[config.mk]
export PLATFORM = sky130hd
export DESIGN_NAME = lsu_lsq_issue_flat
export DESIGN_NICKNAME = d
export VERILOG_FILES = /design/src/rtl/lsu_lsq_issue_if.sv /design/src/rtl/lsu_lsq_issue.sv /design/src/flat_wrapper.sv
export SDC_FILE = /design/constraint.sdc
export NUM_CORES = 1
export LEC_CHECK = 0
export CAP_MARGIN = 10
export CORE_AREA = 3 3 550 552
export CTS_BUF_LIST = sky130_fd_sc_hd__clkbuf_4 sky130_fd_sc_hd__clkbuf_8
export DETAILED_ROUTE_END_ITERATION = 8
export DIE_AREA = 0 0 553 555
export PLACE_DENSITY = 0.33
export SYNTH_ARGS = -nofsm -noshare
export SYNTH_HDL_FRONTEND = slang
export SYNTH_SLANG_ARGS = --single-unit
[constraint.sdc]
create_clock -name clk -period 5.3 [get_ports clk]
set_clock_uncertainty 0.05 [all_clocks]
set_input_delay 0.795 -clock clk [delete_from_list [all_inputs] [get_ports clk]]
set_output_delay 0.795 -clock clk [all_outputs]
set_load 0.02 [all_outputs]
[src/rtl/lsu_lsq_issue_if.sv]
// ---------------------------------------------------------------------------
// lsu_lsq_issue_if
// Bundles the dcache request/response channel and the writeback/ROB
// completion channel of the LSQ issue stage.
//   master : the issue stage. Drives the dcache request and the writeback.
//            Receives the dcache ready and the response.
//   slave  : the dcache / writeback side. This is the mirror image of master.
// Signal names keep the issue stage's point of view: an _o suffix means the
// issue stage drives the signal, and an _i suffix means it receives it.
// ---------------------------------------------------------------------------
interface lsu_lsq_issue_if #(
  parameter int PADDR_WIDTH   = 56,
  parameter int OPCODE_WIDTH  = 4,
  parameter int ROB_IDX_WIDTH = 4,
  parameter int ECAUSE_WIDTH  = 4,
  parameter int XLEN          = 64
);
  logic                     dc_req_vld_o;
  logic                     dc_req_rdy_i;
  logic [PADDR_WIDTH-1:0]   dc_req_paddr_o;
  logic [OPCODE_WIDTH-1:0]  dc_req_opcode_o;
  logic                     dc_req_st_o;
  logic [XLEN-1:0]          dc_req_data_o;
  logic                     dc_resp_vld_i;
  logic                     dc_resp_replay_i;
  logic [XLEN-1:0]          dc_resp_data_i;
  logic                     wb_vld_o;
  logic [ROB_IDX_WIDTH-1:0] wb_rob_idx_o;
  logic [XLEN-1:0]          wb_data_o;
  logic                     wb_exc_o;
  logic [ECAUSE_WIDTH-1:0]  wb_ecause_o;

  modport master (
    output dc_req_vld_o, dc_req_paddr_o, dc_req_opcode_o, dc_req_st_o, dc_req_data_o,
    input  dc_req_rdy_i,
    input  dc_resp_vld_i, dc_resp_replay_i, dc_resp_data_i,
    output wb_vld_o, wb_rob_idx_o, wb_data_o, wb_exc_o, wb_ecause_o
  );

  modport slave (
    input  dc_req_vld_o, dc_req_paddr_o, dc_req_opcode_o, dc_req_st_o, dc_req_data_o,
    output dc_req_rdy_i,
    output dc_resp_vld_i, dc_resp_replay_i, dc_resp_data_i,
    input  wb_vld_o, wb_rob_idx_o, wb_data_o, wb_exc_o, wb_ecause_o
  );
endinterface

[src/rtl/lsu_lsq_issue.sv]
// ---------------------------------------------------------------------------
// lsu_lsq_issue
// Issue stage behind the LSQ entry array. Each cycle it picks the oldest
// ready entry, scanning from the queue head and wrapping around. It then
// sends that entry to the dcache and updates the entry through one-hot
// strobes. At most one dcache access is outstanding at any time. An entry
// that already carries an exception completes immediately, with no cache
// access.
// Ports:
//   clk, rst       clock, synchronous active-low reset
//   flush          synchronous pipeline flush (active-high)
//   lsq_head_i     index of the oldest LSQ entry
//   ent_*_i        per-entry status bits and flattened per-entry payloads
//   ent_exec_o     one-hot "issued" strobe back to the entry
//   ent_replay_o   one-hot "replay" strobe back to the entry
//   ent_succ_o     one-hot "completed" strobe back to the entry
//   bus            dcache request/response and writeback channels (master)
// ---------------------------------------------------------------------------
module lsu_lsq_issue #(
  parameter int LSQ_DEPTH     = 8,
  parameter int LSQ_PTR_WIDTH = 3,
  parameter int PADDR_WIDTH   = 56,
  parameter int OPCODE_WIDTH  = 4,
  parameter int ROB_IDX_WIDTH = 4,
  parameter int ECAUSE_WIDTH  = 4,
  parameter int XLEN          = 64
) (
  input  logic                               clk,
  input  logic                               rst,
  input  logic                               flush,
  input  logic [LSQ_PTR_WIDTH-1:0]           lsq_head_i,
  input  logic [LSQ_DEPTH-1:0]               ent_vld_i,
  input  logic [LSQ_DEPTH-1:0]               ent_awake_i,
  input  logic [LSQ_DEPTH-1:0]               ent_exec_i,
  input  logic [LSQ_DEPTH-1:0]               ent_succ_i,
  input  logic [LSQ_DEPTH-1:0]               ent_virt_i,
  input  logic [LSQ_DEPTH-1:0]               ent_exc_i,
  input  logic [LSQ_DEPTH-1:0]               ent_ls_i,
  input  logic [LSQ_DEPTH*PADDR_WIDTH-1:0]   ent_paddr_i,
  input  logic [LSQ_DEPTH*OPCODE_WIDTH-1:0]  ent_opcode_i,
  input  logic [LSQ_DEPTH*XLEN-1:0]          ent_data_i,
  input  logic [LSQ_DEPTH*ROB_IDX_WIDTH-1:0] ent_rob_idx_i,
  input  logic [LSQ_DEPTH*ECAUSE_WIDTH-1:0]  ent_ecause_i,
  output logic [LSQ_DEPTH-1:0]               ent_exec_o,
  output logic [LSQ_DEPTH-1:0]               ent_replay_o,
  output logic [LSQ_DEPTH-1:0]               ent_succ_o,
  lsu_lsq_issue_if.master                    bus
);

  typedef enum logic [1:0] {
    S_IDLE  = 2'd0,
    S_REQ   = 2'd1,
    S_WAIT  = 2'd2,
    S_DRAIN = 2'd3
  } state_t;

  localparam logic [LSQ_DEPTH-1:0] ONE_HOT_LSB = {{(LSQ_DEPTH-1){1'b0}}, 1'b1};

  state_t                     r_state;
  state_t                     w_state_nxt;
  logic [LSQ_PTR_WIDTH-1:0]   r_sel_idx;
  logic [LSQ_PTR_WIDTH-1:0]   w_sel_idx_nxt;

  logic [LSQ_DEPTH-1:0]       w_rdy;
  logic                       w_pick_vld;
  logic [LSQ_PTR_WIDTH-1:0]   w_pick_idx;
  logic [LSQ_PTR_WIDTH-1:0]   w_scan_idx;
  logic [LSQ_DEPTH-1:0]       w_pick_oh;
  logic [LSQ_DEPTH-1:0]       w_sel_oh;

  logic [PADDR_WIDTH-1:0]     w_paddr   [LSQ_DEPTH];
  logic [OPCODE_WIDTH-1:0]    w_opcode  [LSQ_DEPTH];
  logic [XLEN-1:0]            w_data    [LSQ_DEPTH];
  logic [ROB_IDX_WIDTH-1:0]   w_rob_idx [LSQ_DEPTH];
  logic [ECAUSE_WIDTH-1:0]    w_ecause  [LSQ_DEPTH];

  // Unpack the flattened per-entry payload buses into indexable arrays.
  for (genvar k = 0; k < LSQ_DEPTH; k++) begin : g_unpack
    assign w_paddr[k]   = ent_paddr_i[k*PADDR_WIDTH +: PADDR_WIDTH];
    assign w_opcode[k]  = ent_opcode_i[k*OPCODE_WIDTH +: OPCODE_WIDTH];
    assign w_data[k]    = ent_data_i[k*XLEN +: XLEN];
    assign w_rob_idx[k] = ent_rob_idx_i[k*ROB_IDX_WIDTH +: ROB_IDX_WIDTH];
    assign w_ecause[k]  = ent_ecause_i[k*ECAUSE_WIDTH +: ECAUSE_WIDTH];
  end

  // An entry with an exception is issuable even while its tag is still
  // virtual, because it will never reach the cache.
  assign w_rdy = ent_vld_i & ent_awake_i & ~ent_exec_i & ~ent_succ_i
               & (ent_exc_i | ~ent_virt_i);

  // Scan from the farthest offset back toward the head. The last hit found
  // is the one nearest the head, which is the oldest ready entry. The pointer
  // arithmetic wraps naturally at LSQ_DEPTH.
  always_comb begin
    w_pick_vld = 1'b0;
    w_pick_idx = '0;
    w_scan_idx = '0;
    for (int i = LSQ_DEPTH - 1; i >= 0; i--) begin
      w_scan_idx = lsq_head_i + LSQ_PTR_WIDTH'(i);
      if (w_rdy[w_scan_idx]) begin
        w_pick_vld = 1'b1;
        w_pick_idx = w_scan_idx;
      end
    end
  end

  assign w_pick_oh = ONE_HOT_LSB << w_pick_idx;
  assign w_sel_oh  = ONE_HOT_LSB << r_sel_idx;

  // State register. The selected index is held for the whole access.
  always_ff @(posedge clk) begin
    if (!rst) begin
      r_state   <= S_IDLE;
      r_sel_idx <= '0;
    end else begin
      r_state   <= w_state_nxt;
      r_sel_idx <= w_sel_idx_nxt;
    end
  end

  // Next-state logic. Suppose a flush arrives while the dcache accepts the
  // request in the same cycle. A response is then owed, so the FSM goes to
  // DRAIN rather than IDLE. Likewise, a response that lands together with a
  // flush in WAIT settles the access, and the FSM returns straight to IDLE.
  always_comb begin
    w_state_nxt   = r_state;
    w_sel_idx_nxt = r_sel_idx;
    unique case (r_state)
      S_IDLE: begin
        if (!flush && w_pick_vld && !ent_exc_i[w_pick_idx]) begin
          w_state_nxt   = S_REQ;
          w_sel_idx_nxt = w_pick_idx;
        end
      end
      S_REQ: begin
        if (bus.dc_req_rdy_i) begin
          w_state_nxt = flush ? S_DRAIN : S_WAIT;
        end else if (flush) begin
          w_state_nxt = S_IDLE;
        end
      end
      S_WAIT: begin
        if (bus.dc_resp_vld_i) begin
          w_state_nxt = S_IDLE;
        end else if (flush) begin
          w_state_nxt = S_DRAIN;
        end
      end
      S_DRAIN: begin
        if (bus.dc_resp_vld_i) begin
          w_state_nxt = S_IDLE;
        end
      end
      default: w_state_nxt = S_IDLE;
    endcase
  end

  // Output logic. Every output depends only on the state, the selected
  // index, and the live inputs. All outputs are held at zero during reset.
  // The request channel stays up through a flush, so that an accept in that
  // cycle is still a clean handshake. Flush silences only the entry strobes
  // and writeback.
  always_comb begin
    ent_exec_o          = '0;
    ent_replay_o        = '0;
    ent_succ_o          = '0;
    bus.dc_req_vld_o    = 1'b0;
    bus.dc_req_paddr_o  = '0;
    bus.dc_req_opcode_o = '0;
    bus.dc_req_st_o     = 1'b0;
    bus.dc_req_data_o   = '0;
    bus.wb_vld_o        = 1'b0;
    bus.wb_rob_idx_o    = '0;
    bus.wb_data_o       = '0;
    bus.wb_exc_o        = 1'b0;
    bus.wb_ecause_o     = '0;
    if (rst) begin
      unique case (r_state)
        S_IDLE: begin
          if (!flush && w_pick_vld) begin
            if (ent_exc_i[w_pick_idx]) begin
              ent_succ_o       = w_pick_oh;
              bus.wb_vld_o     = 1'b1;
              bus.wb_exc_o     = 1'b1;
              bus.wb_ecause_o  = w_ecause[w_pick_idx];
              bus.wb_rob_idx_o = w_rob_idx[w_pick_idx];
            end else begin
              ent_exec_o = w_pick_oh;
            end
          end
        end
        S_REQ: begin
          bus.dc_req_vld_o    = 1'b1;
          bus.dc_req_paddr_o  = w_paddr[r_sel_idx];
          bus.dc_req_opcode_o = w_opcode[r_sel_idx];
          bus.dc_req_st_o     = ent_ls_i[r_sel_idx];
          bus.dc_req_data_o   = w_data[r_sel_idx];
        end
        S_WAIT: begin
          if (!flush && bus.dc_resp_vld_i) begin
            if (bus.dc_resp_replay_i) begin
              ent_replay_o = w_sel_oh;
            end else begin
              ent_succ_o       = w_sel_oh;
              bus.wb_vld_o     = 1'b1;
              bus.wb_rob_idx_o = w_rob_idx[r_sel_idx];
              bus.wb_data_o    = ent_ls_i[r_sel_idx] ? '0 : bus.dc_resp_data_i;
            end
          end
        end
        default: ;
      endcase
    end
  end

endmodule

[src/flat_wrapper.sv]
// flat-port wrapper written by rule: the top's interface ports become plain ports
module lsu_lsq_issue_flat 
#(
  parameter int LSQ_DEPTH     = 8,
  parameter int LSQ_PTR_WIDTH = 3,
  parameter int PADDR_WIDTH   = 56,
  parameter int OPCODE_WIDTH  = 4,
  parameter int ROB_IDX_WIDTH = 4,
  parameter int ECAUSE_WIDTH  = 4,
  parameter int XLEN          = 64
)
  (clk, rst, flush, lsq_head_i, ent_vld_i, ent_awake_i, ent_exec_i, ent_succ_i, ent_virt_i, ent_exc_i, ent_ls_i, ent_paddr_i, ent_opcode_i, ent_data_i, ent_rob_idx_i, ent_ecause_i, ent_exec_o, ent_replay_o, ent_succ_o, bus_dc_req_vld_o, bus_dc_req_paddr_o, bus_dc_req_opcode_o, bus_dc_req_st_o, bus_dc_req_data_o, bus_dc_req_rdy_i, bus_dc_resp_vld_i, bus_dc_resp_replay_i, bus_dc_resp_data_i, bus_wb_vld_o, bus_wb_rob_idx_o, bus_wb_data_o, bus_wb_exc_o, bus_wb_ecause_o);
  lsu_lsq_issue_if #(.PADDR_WIDTH(PADDR_WIDTH), .OPCODE_WIDTH(OPCODE_WIDTH), .ROB_IDX_WIDTH(ROB_IDX_WIDTH), .ECAUSE_WIDTH(ECAUSE_WIDTH), .XLEN(XLEN)) bus_i ();
  input  logic clk;
  input  logic rst;
  input  logic flush;
  input  logic [LSQ_PTR_WIDTH-1:0] lsq_head_i;
  input  logic [LSQ_DEPTH-1:0] ent_vld_i;
  input  logic [LSQ_DEPTH-1:0] ent_awake_i;
  input  logic [LSQ_DEPTH-1:0] ent_exec_i;
  input  logic [LSQ_DEPTH-1:0] ent_succ_i;
  input  logic [LSQ_DEPTH-1:0] ent_virt_i;
  input  logic [LSQ_DEPTH-1:0] ent_exc_i;
  input  logic [LSQ_DEPTH-1:0] ent_ls_i;
  input  logic [LSQ_DEPTH*PADDR_WIDTH-1:0] ent_paddr_i;
  input  logic [LSQ_DEPTH*OPCODE_WIDTH-1:0] ent_opcode_i;
  input  logic [LSQ_DEPTH*XLEN-1:0] ent_data_i;
  input  logic [LSQ_DEPTH*ROB_IDX_WIDTH-1:0] ent_rob_idx_i;
  input  logic [LSQ_DEPTH*ECAUSE_WIDTH-1:0] ent_ecause_i;
  output logic [LSQ_DEPTH-1:0] ent_exec_o;
  output logic [LSQ_DEPTH-1:0] ent_replay_o;
  output logic [LSQ_DEPTH-1:0] ent_succ_o;
  output wire logic [$bits(bus_i.dc_req_vld_o)-1:0] bus_dc_req_vld_o;
  output wire logic [$bits(bus_i.dc_req_paddr_o)-1:0] bus_dc_req_paddr_o;
  output wire logic [$bits(bus_i.dc_req_opcode_o)-1:0] bus_dc_req_opcode_o;
  output wire logic [$bits(bus_i.dc_req_st_o)-1:0] bus_dc_req_st_o;
  output wire logic [$bits(bus_i.dc_req_data_o)-1:0] bus_dc_req_data_o;
  input wire logic [$bits(bus_i.dc_req_rdy_i)-1:0] bus_dc_req_rdy_i;
  input wire logic [$bits(bus_i.dc_resp_vld_i)-1:0] bus_dc_resp_vld_i;
  input wire logic [$bits(bus_i.dc_resp_replay_i)-1:0] bus_dc_resp_replay_i;
  input wire logic [$bits(bus_i.dc_resp_data_i)-1:0] bus_dc_resp_data_i;
  output wire logic [$bits(bus_i.wb_vld_o)-1:0] bus_wb_vld_o;
  output wire logic [$bits(bus_i.wb_rob_idx_o)-1:0] bus_wb_rob_idx_o;
  output wire logic [$bits(bus_i.wb_data_o)-1:0] bus_wb_data_o;
  output wire logic [$bits(bus_i.wb_exc_o)-1:0] bus_wb_exc_o;
  output wire logic [$bits(bus_i.wb_ecause_o)-1:0] bus_wb_ecause_o;
  assign bus_dc_req_vld_o = bus_i.dc_req_vld_o;
  assign bus_dc_req_paddr_o = bus_i.dc_req_paddr_o;
  assign bus_dc_req_opcode_o = bus_i.dc_req_opcode_o;
  assign bus_dc_req_st_o = bus_i.dc_req_st_o;
  assign bus_dc_req_data_o = bus_i.dc_req_data_o;
  assign bus_i.dc_req_rdy_i = bus_dc_req_rdy_i;
  assign bus_i.dc_resp_vld_i = bus_dc_resp_vld_i;
  assign bus_i.dc_resp_replay_i = bus_dc_resp_replay_i;
  assign bus_i.dc_resp_data_i = bus_dc_resp_data_i;
  assign bus_wb_vld_o = bus_i.wb_vld_o;
  assign bus_wb_rob_idx_o = bus_i.wb_rob_idx_o;
  assign bus_wb_data_o = bus_i.wb_data_o;
  assign bus_wb_exc_o = bus_i.wb_exc_o;
  assign bus_wb_ecause_o = bus_i.wb_ecause_o;
  lsu_lsq_issue #(.LSQ_DEPTH(LSQ_DEPTH), .LSQ_PTR_WIDTH(LSQ_PTR_WIDTH), .PADDR_WIDTH(PADDR_WIDTH), .OPCODE_WIDTH(OPCODE_WIDTH), .ROB_IDX_WIDTH(ROB_IDX_WIDTH), .ECAUSE_WIDTH(ECAUSE_WIDTH), .XLEN(XLEN)) u_core (.clk(clk), .rst(rst), .flush(flush), .lsq_head_i(lsq_head_i), .ent_vld_i(ent_vld_i), .ent_awake_i(ent_awake_i), .ent_exec_i(ent_exec_i), .ent_succ_i(ent_succ_i), .ent_virt_i(ent_virt_i), .ent_exc_i(ent_exc_i), .ent_ls_i(ent_ls_i), .ent_paddr_i(ent_paddr_i), .ent_opcode_i(ent_opcode_i), .ent_data_i(ent_data_i), .ent_rob_idx_i(ent_rob_idx_i), .ent_ecause_i(ent_ecause_i), .ent_exec_o(ent_exec_o), .ent_replay_o(ent_replay_o), .ent_succ_o(ent_succ_o), .bus(bus_i));
endmodule
## After elaboration in Yosys (flattened, before gate mapping)

Index checks and enable logic that the tools add are counted.

| word-level totals | value |
|---|---|
| input bits | 1185 |
| logic and storage cells | 157 |
| flip-flop bits (word level) | 5 |
| output and inout port bits | 224 |

| cells by class | value |
|---|---|
| shift operators | 2 |
| muxes and demuxes | 109 |
| add/sub/neg operators | 7 |
| reduce and logical (&&, ||, !) cells | 8 |
| $lt $le $gt $ge | 12 |
| eq/ne operators | 7 |
| bitwise operators | 10 |

Operators with widths:

| kind | count |
|---|---|
| 64-bit two-way mux | 9 |
| 56-bit two-way mux | 4 |
| 64-bit binary-select mux with 3-bit select | 1 |
| 56-bit binary-select mux with 3-bit select | 1 |
| 8-bit two-way mux | 13 |
| 4-bit two-way mux | 19 |
| 4-bit binary-select mux with 3-bit select | 4 |
| 3-bit by 4-bit < comparator with 1-bit output (second input constant) | 10 |
| 8-bit AND | 4 |
| 1-bit binary-select mux with 3-bit select | 10 |
| 1-bit two-way mux | 30 |
| 3-bit two-way mux | 8 |
| 8-bit inverter | 3 |
| 8-bit one-hot mux with 2 select lines | 1 |
| 1-bit by 3-bit << shifter with 8-bit output (first input constant) | 2 |
| 3-bit adder (second input constant) | 4 |
| 2-bit two-way mux | 6 |
| 4-bit greater-or-equal comparator (second input constant) | 2 |
| 3-bit inverter with 4-bit output | 2 |
| 8-bit bitwise OR | 1 |
| 2-bit one-hot mux with 4 select lines | 1 |
| 4-bit one-hot mux with 2 select lines | 1 |
| 3-bit by 2-bit adder with 3-bit output (second input constant) | 2 |
| 3-bit != test (second input constant) | 2 |
| other kinds (11) | 15 |

## Depth between registers and ports, before layout

Gate-level depths: netlist of run 1.

| logic depth | value |
|---|---|
| depth after elaboration | 22 |
| gate-level depth with buffers | 17 |
| mapped depth without buffers | 13 |

## Worst setup path before layout of run 1

OpenSTA, ideal clock, no wires.

| path | value |
|---|---|
| kind | input port to output port |
| start | input lsq_head_i[0] |
| end | output ent_exec_o[0] |
| path buffers | 4 |
| arrival | 4.606 ns |
| data required time | 4.455 ns |
| stages | 15 |
| setup slack | -0.151 ns |
| cells stage by stage | inv_1 buf_1 clkbuf_1 ha_1 xor2_1 mux4_2 a211oi_1 nor3_1 nor2b_1 buf_2 mux2_2 o22ai_1 a2bb2oi_2 buf_4 nor3_1 |

| on the way | value |
|---|---|
| cells in the longest elaborated chain, start to end | 17 |
| elaborated cells on any way between the ends | 47 |
| those cells by class | add/sub (7); shift (1); mux (38); reduce/logical (1) |

RTL lines:

| what | RTL line | RTL |
|---|---|---|
| start: declaration | flat_wrapper.sv:17 | `input logic [LSQ_PTR_WIDTH-1:0] lsq_head_i;` |
| 3-bit adder | lsu_lsq_issue.sv:99 | `w_scan_idx = lsq_head_i + LSQ_PTR_WIDTH'(i);` |
| 1-bit binary-select mux with 3-bit select | lsu_lsq_issue.sv:100 | `if (w_rdy[w_scan_idx]) begin` |
| 1-bit two-way mux (implied by the code) | lsu_lsq_issue.sv:100 |  |
| 3-bit two-way mux (8 in series) | lsu_lsq_issue.sv:100 |  |
| 1-bit binary-select mux with 3-bit select | lsu_lsq_issue.sv:181 | `if (ent_exc_i[w_pick_idx]) begin` |
| 1-bit two-way mux (implied by the code) | lsu_lsq_issue.sv:181 |  |
| 8-bit two-way mux | lsu_lsq_issue.sv:181 |  |
| 8-bit two-way mux (*) | lsu_lsq_issue.sv:180 | `if (!flush && w_pick_vld) begin` |
| 8-bit two-way mux (*) | lsu_lsq_issue.sv:178 | `unique case (r_state)` |
| 8-bit two-way mux (*) | lsu_lsq_issue.sv:177 | `if (rst) begin` |
| end: declaration | flat_wrapper.sv:30 | `output logic [LSQ_DEPTH-1:0] ent_exec_o;` |

Mark *: on every way between the ends. The rest lies on a longest branch, timed or not. The select of a mux whose other input is x is not followed.

## Final worst setup path of run 1

| path | value |
|---|---|
| start | input ent_exec_i[2] |
| end | output ent_exec_o[5] |

| on the way | value |
|---|---|
| cells in the longest elaborated chain, start to end | 20 |
| elaborated cells on any way between the ends | 44 |
| those cells by class | shift (1); mux (38); bitwise (4); reduce/logical (1) |

RTL lines:

| what | RTL line | RTL |
|---|---|---|
| start: declaration | flat_wrapper.sv:20 | `input logic [LSQ_DEPTH-1:0] ent_exec_i;` |
| 8-bit inverter (*) | lsu_lsq_issue.sv:88 | `assign w_rdy = ent_vld_i & ent_awake_i & ~ent_exec_i & ~ent_succ_i` |
| 8-bit AND (*) (2 in series) | lsu_lsq_issue.sv:88 |  |
| 8-bit AND (*) | lsu_lsq_issue.sv:89 | `& (ent_exc_i \| ~ent_virt_i);` |
| 1-bit binary-select mux with 3-bit select | lsu_lsq_issue.sv:100 |  |
| 1-bit two-way mux (implied by the code) | lsu_lsq_issue.sv:100 |  |
| 3-bit two-way mux (8 in series) | lsu_lsq_issue.sv:100 |  |
| 1-bit binary-select mux with 3-bit select | lsu_lsq_issue.sv:181 |  |
| 1-bit two-way mux (implied by the code) | lsu_lsq_issue.sv:181 |  |
| 8-bit two-way mux | lsu_lsq_issue.sv:181 |  |
| 8-bit two-way mux (*) | lsu_lsq_issue.sv:180 |  |
| 8-bit two-way mux (*) | lsu_lsq_issue.sv:178 |  |
| 8-bit two-way mux (*) | lsu_lsq_issue.sv:177 |  |

Marked as above.

==> flow_metrics.tcl, run 1 <==
set metrics [dict create \
    synth_compound_area_share_pct 6.11 \
    ir_drop_uv 49.7 \
    yosysTopAreaCellShare_pct 55.5 \
    track_usage_pct 11.1 \
    cts_tree "yes" \
    postRouteAntennaNets 0 \
    yosysWarningCount 0 \
    min_period_ns 5.21 \
    hold_buffers 0 \
    finalSetupTns_ns 0 \
    synthesis.nets 2178 \
    yosysUniqueCellTypes 61 \
    cts_root_buf "clkbuf_8" \
    dpl.cell_count 6372 \
    netlist_instances 991 \
    yosysSeqAreaShare_pct 0.928 \
    multi_input_area_um2 10900 \
    io_pins 1409 \
    worstSetupPathType "in2out" \
    cts_max_level 1 \
    cp-end-kind "output pin" \
    async_flop_share_pct 0 \
    fin_worst_hold_slack_ns 0.517 \
    synth_xor_area_share_pct 0.406 \
    synth_area_per_cell_um2 10.9 \
    die_width_um 553 \
    rsz0062_at_grt "true" \
    vias_per_cell 2.66 \
    slew_headroom_pct 28.8 \
    grt_pass1_wl_um 219000 \
    slew_violations 0 \
    synth-simple-area-share_pct 14.0 \
    reg2reg_depth 8 \
    die_area_um2 307000 \
    grt_max_degree 70 \
    worst_pin_slew_ns 1.04 \
    final_cells 6443 \
    synth_top_family_by_area "multiplexers" \
    dp_hpwl_um 167000 \
    r2r_setup_slack_ns 3.33 \
    syn_area_um2 10800 \
    syn2layout_area_growth_pct 197 \
    setup_viol 0 \
    gp_congestion 0.929 \
    finalCritPeriodShare_pct 98.3 \
    drcViolationCount 0 \
    yosys_register_bits 5 \
    grt_remaining_overflow 0 \
    critPathArrivalTime_ns 4.37 \
    drtIter0Drc 1055 \
    start_kind "input pin" \
    met1Wirelength_um 65700 \
    path_clk_slew_ns 0.04 \
    finalWirelength_um 181000 \
    synthTopCellsByArea "mux4_2 (56%), mux2i_1 (16%), nor2_1 (5.3%)" \
    hold_viol_final 0 \
    start_util_pct 3.63 \
    insertion_delay_ns 0.23 \
    core_area_um2 297000 \
    synth_edf_count 0 \
    synthMuxAreaShare_pct 73.6 \
    antenna_found_initial 164 \
    avgRoutedWirePerCell_um 28.0 \
    hp-class "reg2reg" \
    num-fill-cells 34200 \
    layout.nets 3659 \
    min_path_cells 2 \
    synth_top_area_cell "mux4_2" \
    die_h_um 555 \
    powerDensity_nw_per_um2 99.3 \
    max_freq_mhz 192 \
    outcome "finished, final reports clean" \
    grt_pass1_vias 17900 \
    power.leakage_nw 9.69 \
    required_ns 4.45 \
    maxCapViolCount 0 \
    clock_path_buffers 2 \
    wl_met3_um 20000 \
    first_pass_iters 5 \
    critPathMaxFanout 9 \
    numCtsBuffers 3 \
    core.rowCount 200 \
    route.met2.wl_um 88000 \
    port_buffers 1408 \
    topRoutingLayerUsed "met5" \
    clock_sinks 5 \
    synthFlopType "dfxtp_1" \
    drive_above_1_share_pct 25.5 \
    regArea_um2 111 \
    synthAdderAreaFrac_pct 0.232 \
    vias 17100 \
]
-- stage by stage --
step / power [W] / worst slack (ns) / utilization, % / cell area, um2
2_1_floorplan: 0.00110 / 0.000819 / - / 10800
3_3_place_gp: 0.00299 / -1.32 / 10.4 / 30900
3_5_place_dp: 0.00298 / -1.30 / 10.4 / 30900
6_report: 0.00318 / 0.0896 / 10.8 / 32100
4_1_cts: 0.00325 / 0.00112 / 10.7 / 31700
5_1_grt: 0.00336 / -0.0475 / 10.8 / 32000
-- critical path, cell delays in order --
cell	delay (ns)
clkdlybuf4s15_1	0.18
nand4bb_4	0.24
or2_4	0.26
mux4_2	0.51
buf_4	0.16
mux2_2	0.34
a21oi_4	0.17
a2111oi_4	0.05
a211oi_2	0.34
inv_2	0.13
buf_12	0.16
o22ai_2	0.19
buf_4	0.15
a2bb2oi_2	0.06
buf_12	0.15
nor3_1	0.18
buf_4	0.15
buf_12	0.11
-- layout by cell type, fill, tap and decap left out, types with 8 or more instances in the layout --
cell,n
and2_1,65
buf_12,41
buf_2,8
buf_4,151
buf_6,20
clkbuf_2,10
clkdlybuf4s50_1,1320
diode_2,33
dlygate4sd2_1,22
dlymetal6s2s_1,12
inv_1,10
mux2_2,10
mux2i_1,158
mux2i_2,11
mux4_2,267
nand2_1,20
nand3_1,11
nor2_1,144
nor3_1,8
-- Yosys cell counts, types with 8 or more instances --
cell / count
a21oi_1: 8
and2_1: 65
buf_1: 35
clkbuf_1: 69
inv_1: 14
mux2_2: 11
mux2i_1: 174
mux4_2: 266
nand2_1: 27
nand2b_1: 8
nand3_1: 14
nor2_1: 151
nor2b_1: 9
nor3_1: 15
o21ai_0: 9
o32ai_1: 8
-- sequential cells by signal (all words and copies together), names as in the netlist --
signal,cells
u_core.r_state,2
u_core.r_sel_idx,3
-- repair_timing --
| action | in CTS | in global routing |
|---|---|---|
| resized for setup | 204 | 79 |
| pin swaps | 35 | 24 |
| gates cloned | 2 | 0 |
| buffers inserted | 23 | 10 |
| setup endpoints to repair | 26 | 26 |
-- routing by layer --
metal | vias up | GRT usage [%]
met5 | - | 0
met2 | 1239 | 19.5
li1 | 7094 | -
met1 | 8358 | 12.1
met4 | 100 | 3.01
met3 | 327 | 4.94
-- worst paths after layout --
path                             startpoint                          endpoint
min          u_core.r_state[1]$_SDFFE_PN0P_    u_core.r_state[1]$_SDFFE_PN0P_
max reg2reg  u_core.r_state[0]$_SDFFE_PN0P_  u_core.r_sel_idx[0]$_SDFFE_PN0P_
max                           ent_exec_i[2]                     ent_exec_o[5]
min reg2reg  u_core.r_state[1]$_SDFFE_PN0P_    u_core.r_state[1]$_SDFFE_PN0P_
-- power breakdown --
part / internal [W] / switching [W] / leakage, nW
Sequential: 0.0000413 / 0.0000220 / 0.0429
Combinational: 0.00170 / 0.00135 / 9.63
Clock: 0.0000508 / 0.0000232 / 0.0257
-- logic make-up after synthesis --
kind of cell	after synthesis
xor gates and xnor gates	5
DFF	5
and+or+nand+nor	312
AOI/OAI and AO/OA	84
muxes	455
adders and majority gates	2
buffers and inverters	128
-- cell type report --
cell class	instances	area share (%)
Multi-Input combinational cell	858	34.0
Antenna cell	33	0.258
Inverter	14	0.176
Tap cell	3939	15.4
Clock inverter	1	0.0156
Timing Repair Buffer	1590	49.7
Clock buffer	3	0.129
Sequential cell	5	0.347
(Power assumes the default switching activity.)
==> run 2: changes to the inputs <==
- CORE_AREA: 3 3 550 552 -> 2 2 549 551
- DIE_AREA: 0 0 553 555 -> 0 0 551 553
- MAX_ROUTING_LAYER: not set -> met4
==> flow_metrics.tcl, run 2 (same netlist as run 1, synthesis figures left out) <==
set metrics [dict create \
    outcome "finished, final reports clean" \
    cts_tree "yes" \
    layout.nets 3672 \
    clock_sinks 5 \
    power.leakage_nw 9.89 \
    dp_hpwl_um 158000 \
    start_util_pct 3.61 \
    avgRoutedWirePerCell_um 26.4 \
    max_freq_mhz 192 \
    crit_chain "clkbuf_2, nand4bb_4, or2_4, mux4_2, mux2_4, mux2_4, a2111oi_4, a211oi_4, buf_6, a21o_1, o221a_4, o21ai_4, buf_6, o22ai_1, buf_4, buf_12" \
    place_ws_ns -0.997 \
    grt_pass1_wl_um 208000 \
    intPower_w 0.00178 \
    slew_violations 0 \
    powerDensity_nw_per_um2 97.9 \
    setup_viol 0 \
    drcViolationCount 0 \
    gp_congestion 0.907 \
    cts_max_level 1 \
    worst_pin_slew_ns 0.778 \
    port_buffers 1408 \
    critPathArrivalTime_ns 4.37 \
    core_area_um2 299000 \
    hold_viol_final 0 \
    top_regs "u_core.r_sel_idx (3), u_core.r_state (2)" \
    swShare_pct 43.5 \
    drive_above_1_share_pct 25.4 \
    cp_slowest_stage_delay_ns 0.51 \
    cp-end-kind "output pin" \
    clkPwrFrac_pct 2.4 \
    track_usage_pct 11.0 \
    drtIter0Drc 905 \
    layout_common_cells "clkdlybuf4s50_1 (1313), mux4_2 (267), buf_4 (170), mux2i_1 (167), nor2_1 (146)" \
    cpMaxStageDelayCell "mux4_2" \
    clock_path_buffers 2 \
    path_clk_slew_ns 0.04 \
    min_period_ns 5.21 \
    hp-class "reg2reg" \
    reg2reg_depth 8 \
    die_h_um 553 \
    min_path_cells 2 \
    dpl.cell_count 6413 \
    vias 16700 \
    pwr-share-seq_pct 2.1 \
    grt_max_degree 73 \
    p_switching_w 0.00137 \
    grt_pass1_vias 17800 \
    first_pass_iters 5 \
    placed_area_um2 31100 \
    cts_root_buf "clkbuf_8" \
    fin_worst_hold_slack_ns 0.490 \
    largest_register_ffs 3 \
    final_common_cell "clkdlybuf4s50_1" \
    antenna_found_initial 134 \
    syn2layout_area_growth_pct 198 \
    postRouteAntennaNets 0 \
    ir_drop_uv 65.7 \
    critPathMaxFanout 5 \
    die_width_um 551 \
    core.rowCount 201 \
    final_cells 6509 \
    worstSetupPathType "in2out" \
    finalWirelength_um 172000 \
    insertion_delay_ns 0.22 \
    die_area_um2 305000 \
    maxCapViolCount 0 \
    grt_remaining_overflow 0 \
    vias_per_cell 2.56 \
    setup_slack_ns 0.0894 \
    start_kind "input pin" \
    p_total_w 0.00315 \
    io_pins 1409 \
    numCtsBuffers 3 \
    finalCritPeriodShare_pct 98.3 \
    largest_register "u_core.r_sel_idx" \
    slew_headroom_pct 46.6 \
    power_frac_comb_pct 95.5 \
    design_area_um2 32200 \
    required_ns 4.45 \
    hold_buffers 0 \
]
## run 2: changes by cell type in the layout (fill, tap and decap cells not counted), moves of 5 or more
cell	previous run	this run
diode_2	33	67
buf_4	151	170
dlygate4sd2_1	22	6
dlymetal6s2s_1	12	28
mux2i_1	158	167
clkdlybuf4s50_1	1320	1313
mux2i_2	11	4
buf_2	8	3
clkbuf_2	10	15
## run 2: per-stage QoR
stage | TNS [ns] | util, %
finish | 0 | 10.8
global route | -0.162 | 10.8
CTS | -3.93 | 10.6
detailed placement | -18.46 | 10.4
global placement | -18.49 | 10.4
floorplan | 0 | -
## run 2: per-layer routing
metal / part of all wire, % / up-vias / wire length (um) / GRT usage [%]
li1: - / 7168 / - / -
met3: 10 / 160 / 17300 / 3.82
met2: 49 / 1137 / 84500 / 18.6
met4: 2.9 / 0 / 5040 / 3.22
met1: 38 / 8207 / 65200 / 12.1
met5: 0 / - / 0 / -
## run 2: worst max-delay path, delay by kind of cell
family | cells | cell delay, ns
buf+inv | 5 | 0.70
compound gates | 6 | 1.20
mux | 3 | 1.13
simple gates | 2 | 0.52
## run 2: layout make-up
class	instances	area, um2
sequential	5	111
tap	3958	4950
fill	34400	267000
timing repair buffer	1603	16100
multi-input combinational	858	10700
antenna	67	168
clock buffer	4	48.8
inverter	14	55.1
## run 2: power by group through the flow
stage / Combinational [W] / Clock, W / Sequential (W)
CTS: 0.00307 / 0.0000782 / 0.0000739
global placement: 0.00297 / 0 / 0.0000743
global route: 0.00319 / 0.0000814 / 0.0000724
detailed placement: 0.00297 / 0 / 0.0000742
floorplan: 0.00106 / 0 / 0.0000434
finish: 0.00301 / 0.0000757 / 0.0000673
## run 2: what timing repair did
| item | 4_1_cts | 5_1_grt |
|---|---|---|
| pin swaps | 21 | 25 |
| buffers inserted | 18 | 13 |
| endpoints found under the setup margin | 26 | 26 |
| gates resized for setup | 157 | 93 |
| cloned | 0 | 1 |
## run 2: worst paths after layout
path              slack (ns)                               end                            from
hold reg to reg         0.49    u_core.r_state[1]$_SDFFE_PN0P_  u_core.r_state[1]$_SDFFE_PN0P_
hold / removal          0.49    u_core.r_state[1]$_SDFFE_PN0P_  u_core.r_state[1]$_SDFFE_PN0P_
setup / recovery        0.09               bus_wb_rob_idx_o[3]                   ent_exec_i[2]
setup reg to reg        3.41  u_core.r_sel_idx[1]$_SDFFE_PN0P_  u_core.r_state[0]$_SDFFE_PN0P_
